$ cat src/rtl/ram2_responder.sv
// Memory-mapped 16-bit SRAM-style responder: active-low strobes, programmable read
// wait states, sticky protocol-error detection and saturating transaction counters.
module ram2_responder #(
  parameter int ADDR_W = 8,
  parameter int WAIT   = 1
) (
  input  logic        clk,
  input  logic        rst,
  input  logic [15:0] ram_addr,
  input  logic [15:0] ram_data_i,
  input  logic        ram_ce,
  input  logic        ram_re,
  input  logic        ram_we,
  output logic [15:0] ram_data_o,
  output logic        ram_data_oe,
  output logic        ram_ready,
  output logic [1:0]  state_o,
  output logic        err,
  output logic [7:0]  wr_cnt,
  output logic [7:0]  rd_cnt
);

  localparam int          DEPTH   = 1 << ADDR_W;
  localparam logic [2:0]  WAIT_LD = 3'(WAIT);

  typedef enum logic [1:0] {
    ST_IDLE  = 2'd0,
    ST_READ  = 2'd1,
    ST_WRITE = 2'd2,
    ST_ERROR = 2'd3
  } state_t;

  state_t              state_r;
  logic [ADDR_W-1:0]   addr_r;
  logic [15:0]         data_r;
  logic [2:0]          wait_r;
  logic [15:0]         mem_r [0:DEPTH-1];
  logic [ADDR_W-1:0]   addr_s;
  logic                commit_s;

  function automatic logic [7:0] sat_inc(input logic [7:0] val);
    if (val == 8'd255) begin
      return 8'd255;
    end else begin
      return val + 8'd1;
    end
  endfunction

  assign addr_s  = ram_addr[ADDR_W-1:0];
  assign state_o = state_r;

  // Upper address bits are deliberately not decoded.
  generate
    if (ADDR_W < 16) begin : g_unused_addr
      logic unused_addr_s;
      assign unused_addr_s = ^ram_addr[15:ADDR_W];
    end
  endgenerate

  // Write commit happens on the first WRITE cycle where the initiator releases we or ce.
  always_comb begin
    commit_s = 1'b0;
    if ((state_r == ST_WRITE) && (ram_ce || ram_we)) begin
      commit_s = 1'b1;
    end else begin
      commit_s = 1'b0;
    end
  end

  // Storage array; not reset, and a commit is suppressed while reset is held.
  always_ff @(posedge clk) begin
    if (commit_s && rst) begin
      mem_r[addr_r] <= data_r;
    end
  end

  // Protocol FSM with registered outputs and counters.
  always_ff @(posedge clk or negedge rst) begin
    if (!rst) begin
      state_r     <= ST_IDLE;
      addr_r      <= '0;
      data_r      <= 16'd0;
      wait_r      <= 3'd0;
      ram_data_o  <= 16'd0;
      ram_data_oe <= 1'b0;
      ram_ready   <= 1'b0;
      err         <= 1'b0;
      wr_cnt      <= 8'd0;
      rd_cnt      <= 8'd0;
    end else begin
      ram_ready <= 1'b0;
      case (state_r)
        ST_IDLE: begin
          ram_data_o  <= 16'd0;
          ram_data_oe <= 1'b0;
          if (!ram_ce) begin
            if (!ram_we && !ram_re) begin
              state_r <= ST_ERROR;
              err     <= 1'b1;
            end else if (!ram_we) begin
              state_r <= ST_WRITE;
              addr_r  <= addr_s;
              data_r  <= ram_data_i;
            end else if (!ram_re) begin
              state_r <= ST_READ;
              addr_r  <= addr_s;
              wait_r  <= WAIT_LD;
            end else begin
              state_r <= ST_IDLE;
            end
          end else begin
            state_r <= ST_IDLE;
          end
        end

        ST_WRITE: begin
          ram_data_o  <= 16'd0;
          ram_data_oe <= 1'b0;
          if (!ram_ce && !ram_we) begin
            if (!ram_re) begin
              state_r <= ST_ERROR;
              err     <= 1'b1;
            end else begin
              addr_r <= addr_s;
              data_r <= ram_data_i;
            end
          end else begin
            ram_ready <= 1'b1;
            wr_cnt    <= sat_inc(wr_cnt);
            state_r   <= ST_IDLE;
          end
        end

        ST_READ: begin
          if (ram_ce || ram_re) begin
            state_r     <= ST_IDLE;
            ram_data_o  <= 16'd0;
            ram_data_oe <= 1'b0;
            if (ram_data_oe) begin
              rd_cnt <= sat_inc(rd_cnt);
            end
          end else if (!ram_we) begin
            state_r     <= ST_ERROR;
            err         <= 1'b1;
            ram_data_o  <= 16'd0;
            ram_data_oe <= 1'b0;
          end else if (addr_s != addr_r) begin
            // A new address restarts the wait sequence and withdraws stale data.
            addr_r      <= addr_s;
            wait_r      <= WAIT_LD;
            ram_data_o  <= 16'd0;
            ram_data_oe <= 1'b0;
          end else if (wait_r == 3'd0) begin
            ram_data_o  <= mem_r[addr_r];
            ram_data_oe <= 1'b1;
            ram_ready   <= 1'b1;
          end else begin
            wait_r <= wait_r - 3'd1;
          end
        end

        ST_ERROR: begin
          err         <= 1'b1;
          ram_data_o  <= 16'd0;
          ram_data_oe <= 1'b0;
          if (ram_ce) begin
            state_r <= ST_IDLE;
          end else begin
            state_r <= ST_ERROR;
          end
        end

        default: begin
          state_r     <= ST_IDLE;
          ram_data_o  <= 16'd0;
          ram_data_oe <= 1'b0;
        end
      endcase
    end
  end

endmodule
$ cat config.mk
export PLATFORM = sky130hd
export DESIGN_NAME = ram2_responder
export DESIGN_NICKNAME = d
export VERILOG_FILES = /design/src/rtl/ram2_responder.sv
export SDC_FILE = /design/constraint.sdc
export NUM_CORES = 2
export LEC_CHECK = 0
export BUFFER_PORTS_ARGS = -buffer_cell sky130_fd_sc_hd__buf_2
export CORE_ASPECT_RATIO = 2
export CORE_MARGIN = 8
export CORE_UTILIZATION = 28
export DETAILED_ROUTE_END_ITERATION = 8
export SYNTH_ARGS = -nofsm -noshare
export SYNTH_HDL_FRONTEND = slang
export SYNTH_SLANG_ARGS = --single-unit
$ cat constraint.sdc
create_clock -name clk -period 6.17 [get_ports clk]
set_input_delay 0.3085 -clock clk [delete_from_list [all_inputs] [get_ports clk]]
set_output_delay 0.3085 -clock clk [all_outputs]
set_load 0.005 [all_outputs]
==> flow_summary.ini <==
[floorplan]
core_area_um2 = 569000
rows = 392
start_util_pct = 28.1
die_area_um2 = 597000
die_h_um = 1080
io_pins = 74
die_x_um = 550

[route]
ant_nets = 0
routed_wl_um = 457000
firstDrtPassIters = 6
routed-via-count = 79100
viasPerCell = 4.99
drc = 0
drtIter0Drc = 7898
wl_per_cell_um = 28.8

[setup_path]
slowest_delay_ns = 1.23
path_class = reg2reg
start_kind = register
crit_family = compound AO/OA/AOI/OAI gates
critPathMaxFanout = 32
regToRegStartpoint = addr_r[1]
r2r_cells = 11
reg2reg_setup_slack_ns = 0.61
crit_buf_inv = 5
required_ns = 6.92
crit_chain = buf_4, buf_4, mux2i_1, o22ai_1, buf_4, o41ai_1, buf_4, o2111ai_1, o41ai_1, buf_4, o2111ai_1
critPathMostFrequentCell = buf_4
cp-startpoint = addr_r[1]
timing.rr.end = ram_data_o[4]
worstPathArrival_ns = 6.32
crit_path_end_kind = register
slowest_stage = o41ai_1

[clock_tree]
cts_max_level = 5
clock_sinks = 4160
clk_latency_ns = 0.92
clk_pin_slew_ns = 0.08
cts-resized-gates = 0
cts-root-buf = clkbuf_16
cts_buffers = 328
cts_tree = done
cts_buffer_depth = 4

[power_and_ir_drop]
p_leak_nw = 57.1
vdd_ir_drop_max_v = 0.000586
p_per_area_nw_per_um2 = 452

[synthesis]
syn_area_per_cell_um2 = 21.1
synth_cell_types = 62
yosys_warnings = 0
synth_edf_count = 4096
syn-instance-count = 7591
syn_nets = 7637
yosys_register_bits = 4160
ys_seq_area_share_pct = 77.9
ys.flop_type = edfxtp_1
async_flop_share_pct = 1.54
mappedNetlistArea_um2 = 160000

[placement]
dp_hpwl_um = 296000
io_buffers = 65
finalWeightedCongestion = 0.860
dpl.cell_count = 15200

[timing]
fin_setup_tns_ns = 0
worst_pin_slew_ns = 1.43
slew_headroom_pct = 4.66
setup_viol = 0
rsz0062_at_grt = no
slew_violations = 0
timing.final.crit_share_pct = 90.2
final.min_clock_period_ns = 5.56
skew_ns = 0.0704
max_freq_ghz = 0.180
worst_hold_slack_ns = 0.158
hold_violations = 0

[global_route]
grt_max_degree = 167
grt-ovfl-total = 0
grt_pass1_wl_um = 637000
grt_pass1_vias = 82300
grt_usage_pct = 14.8
antenna_found_initial = 17

[finish]
fin_nets = 8125
final_common_cell = edfxtp_1
drive_gt1_share_pct = 23.8
fin_cells = 15900
syn2layout_area_growth_pct = 14.7
layout_common_cells = edfxtp_1 (4096), mux4_2 (773), mux2i_1 (549), buf_4 (492), clkbuf_16 (331)

[hold_path]
hold_path.class = in2reg
min_from = ram_data_i[12]
hold_path_depth = 3
hold-path-endpoint = data_r[12]

[run_status]
outcome = finished, final reports clean

[run]
max-cap-violations = 0
Yosys cell counts, types with 6 or more instances:
cell / count / area share, %
a211oi_1: 9 / 0.042
a211oi_2: 10 / 0.078
a21boi_0: 16 / 0.075
a21o_1: 19 / 0.089
a21oi_1: 74 / 0.23
a221oi_1: 80 / 0.44
a22o_1: 16 / 0.088
a22oi_1: 227 / 1.1
a31oi_1: 22 / 0.086
a32oi_1: 15 / 0.082
and2_1: 8 / 0.031
and3_1: 38 / 0.15
and4_1: 18 / 0.099
buf_1: 37 / 0.087
buf_2: 176 / 0.55
buf_4: 35 / 0.16
buf_6: 18 / 0.13
clkbuf_1: 201 / 0.47
dfrtp_1: 64 / 1.0
edfxtp_1: 4096 / 77
ha_1: 9 / 0.070
inv_1: 11 / 0.026
mux2_2: 29 / 0.20
mux2i_1: 549 / 3.4
mux4_2: 773 / 11
nand2_1: 124 / 0.29
nand2b_1: 6 / 0.023
nand3_1: 148 / 0.46
nand4_1: 36 / 0.14
nor2_1: 312 / 0.73
nor2b_1: 16 / 0.063
nor3_1: 37 / 0.12
o2111ai_1: 46 / 0.25
o211ai_1: 61 / 0.29
o21a_1: 19 / 0.089
o21ai_0: 41 / 0.13
o22ai_1: 103 / 0.40
o41ai_1: 31 / 0.17
or2_2: 17 / 0.067
xnor2_1: 9 / 0.049
registers in the layout, indices dropped and copies added (netlist names):
| name | flops |
|---|---|
| mem_r | 4096 |
| ram_ready | 1 |
| addr_r | 8 |
| data_r | 16 |
| wait_r | 3 |
| ram_data_oe | 1 |
| err | 1 |
| ram_data_o | 16 |
| rd_cnt | 8 |
| wr_cnt | 8 |
| state_o | 2 |
repair_timing:
action,4_1_cts,5_1_grt
setup buffers,0,0
hold buffers,32,0
endpoints found under the hold margin,98,0
worst max path at each step:
stage / end / slack (ns) / cells after the start
2_1_floorplan: mem_r[0][0] / 2.19 / 0
3_3_place_gp: ram_data_o[4] / 0.72 / 11
3_5_place_dp: ram_data_o[4] / 0.74 / 11
4_1_cts: ram_data_o[4] / 0.66 / 11
5_1_grt: ram_data_o[4] / 0.67 / 11
6_report: ram_data_o[4] / 0.61 / 11
worst register-to-register path, stage by stage, from the launching register on:
cell and delay [ns]:
dfrtp_4 1.03, buf_4 0.48, buf_4 0.54, mux2i_1 0.25, o22ai_1 0.10, buf_4 0.20, o41ai_1 0.45, buf_4 0.23
o2111ai_1 0.52, o41ai_1 1.23, buf_4 0.26, o2111ai_1 0.10
cells by family after synthesis:
kind of cell,count (synthesis),share of synthesized area [%]
flip-flops,4160,77.9
AO/OA/AOI/OAI,795,3.64
multiplexers,1351,14.5
adder cells (fa/ha/maj),9,0.0704
AND/OR/NAND/NOR,786,2.32
buffers and inverters,479,1.43
XOR/XNOR,11,0.0603
per-stage QoR:
step                total power, mW  cell area, um^2  util (%)  setup WS [ns]
global route                   85.1           183000      32.2          0.671
detailed placement             61.7           172000      30.2          0.737
finish                         82.8           183000      32.2          0.606
global placement               61.0           172000      30.2          0.719
floorplan                      51.8           160000         -           2.19
CTS                            83.6           183000      32.2          0.656
cell type report:
cell class,instances,area [um^2]
clock buffer,380,8510
sequential,4160,125000
fill,53700,386000
multi-input combinational,2952,33100
antenna,19,47.5
tap,7486,9370
clock inverter,219,2540
timing repair buffer,626,5090
inverter,11,42.5
report_power, final:
group / leakage (nW) / internal, mW / total (mW) / switching (mW)
clock: 5.35 / 11.9 / 22.0 / 10.2
sequential: 37.7 / 35.5 / 37.0 / 1.51
combinational: 14.1 / 8.01 / 23.8 / 15.8
total: 57.1 / 55.3 / 82.8 / 27.5
per-layer routing:
metal / share of wire, % / up-vias / global-route usage [%]
met5: 0.0050 / - / 0
met4: 9.0 / 4 / 11.1
met2: 54 / 2999 / 27.5
met3: 5.3 / 855 / 1.77
li1: - / 32700 / -
met1: 32 / 42500 / 15.1
Note: power is estimated with default switching activity, not from simulation.
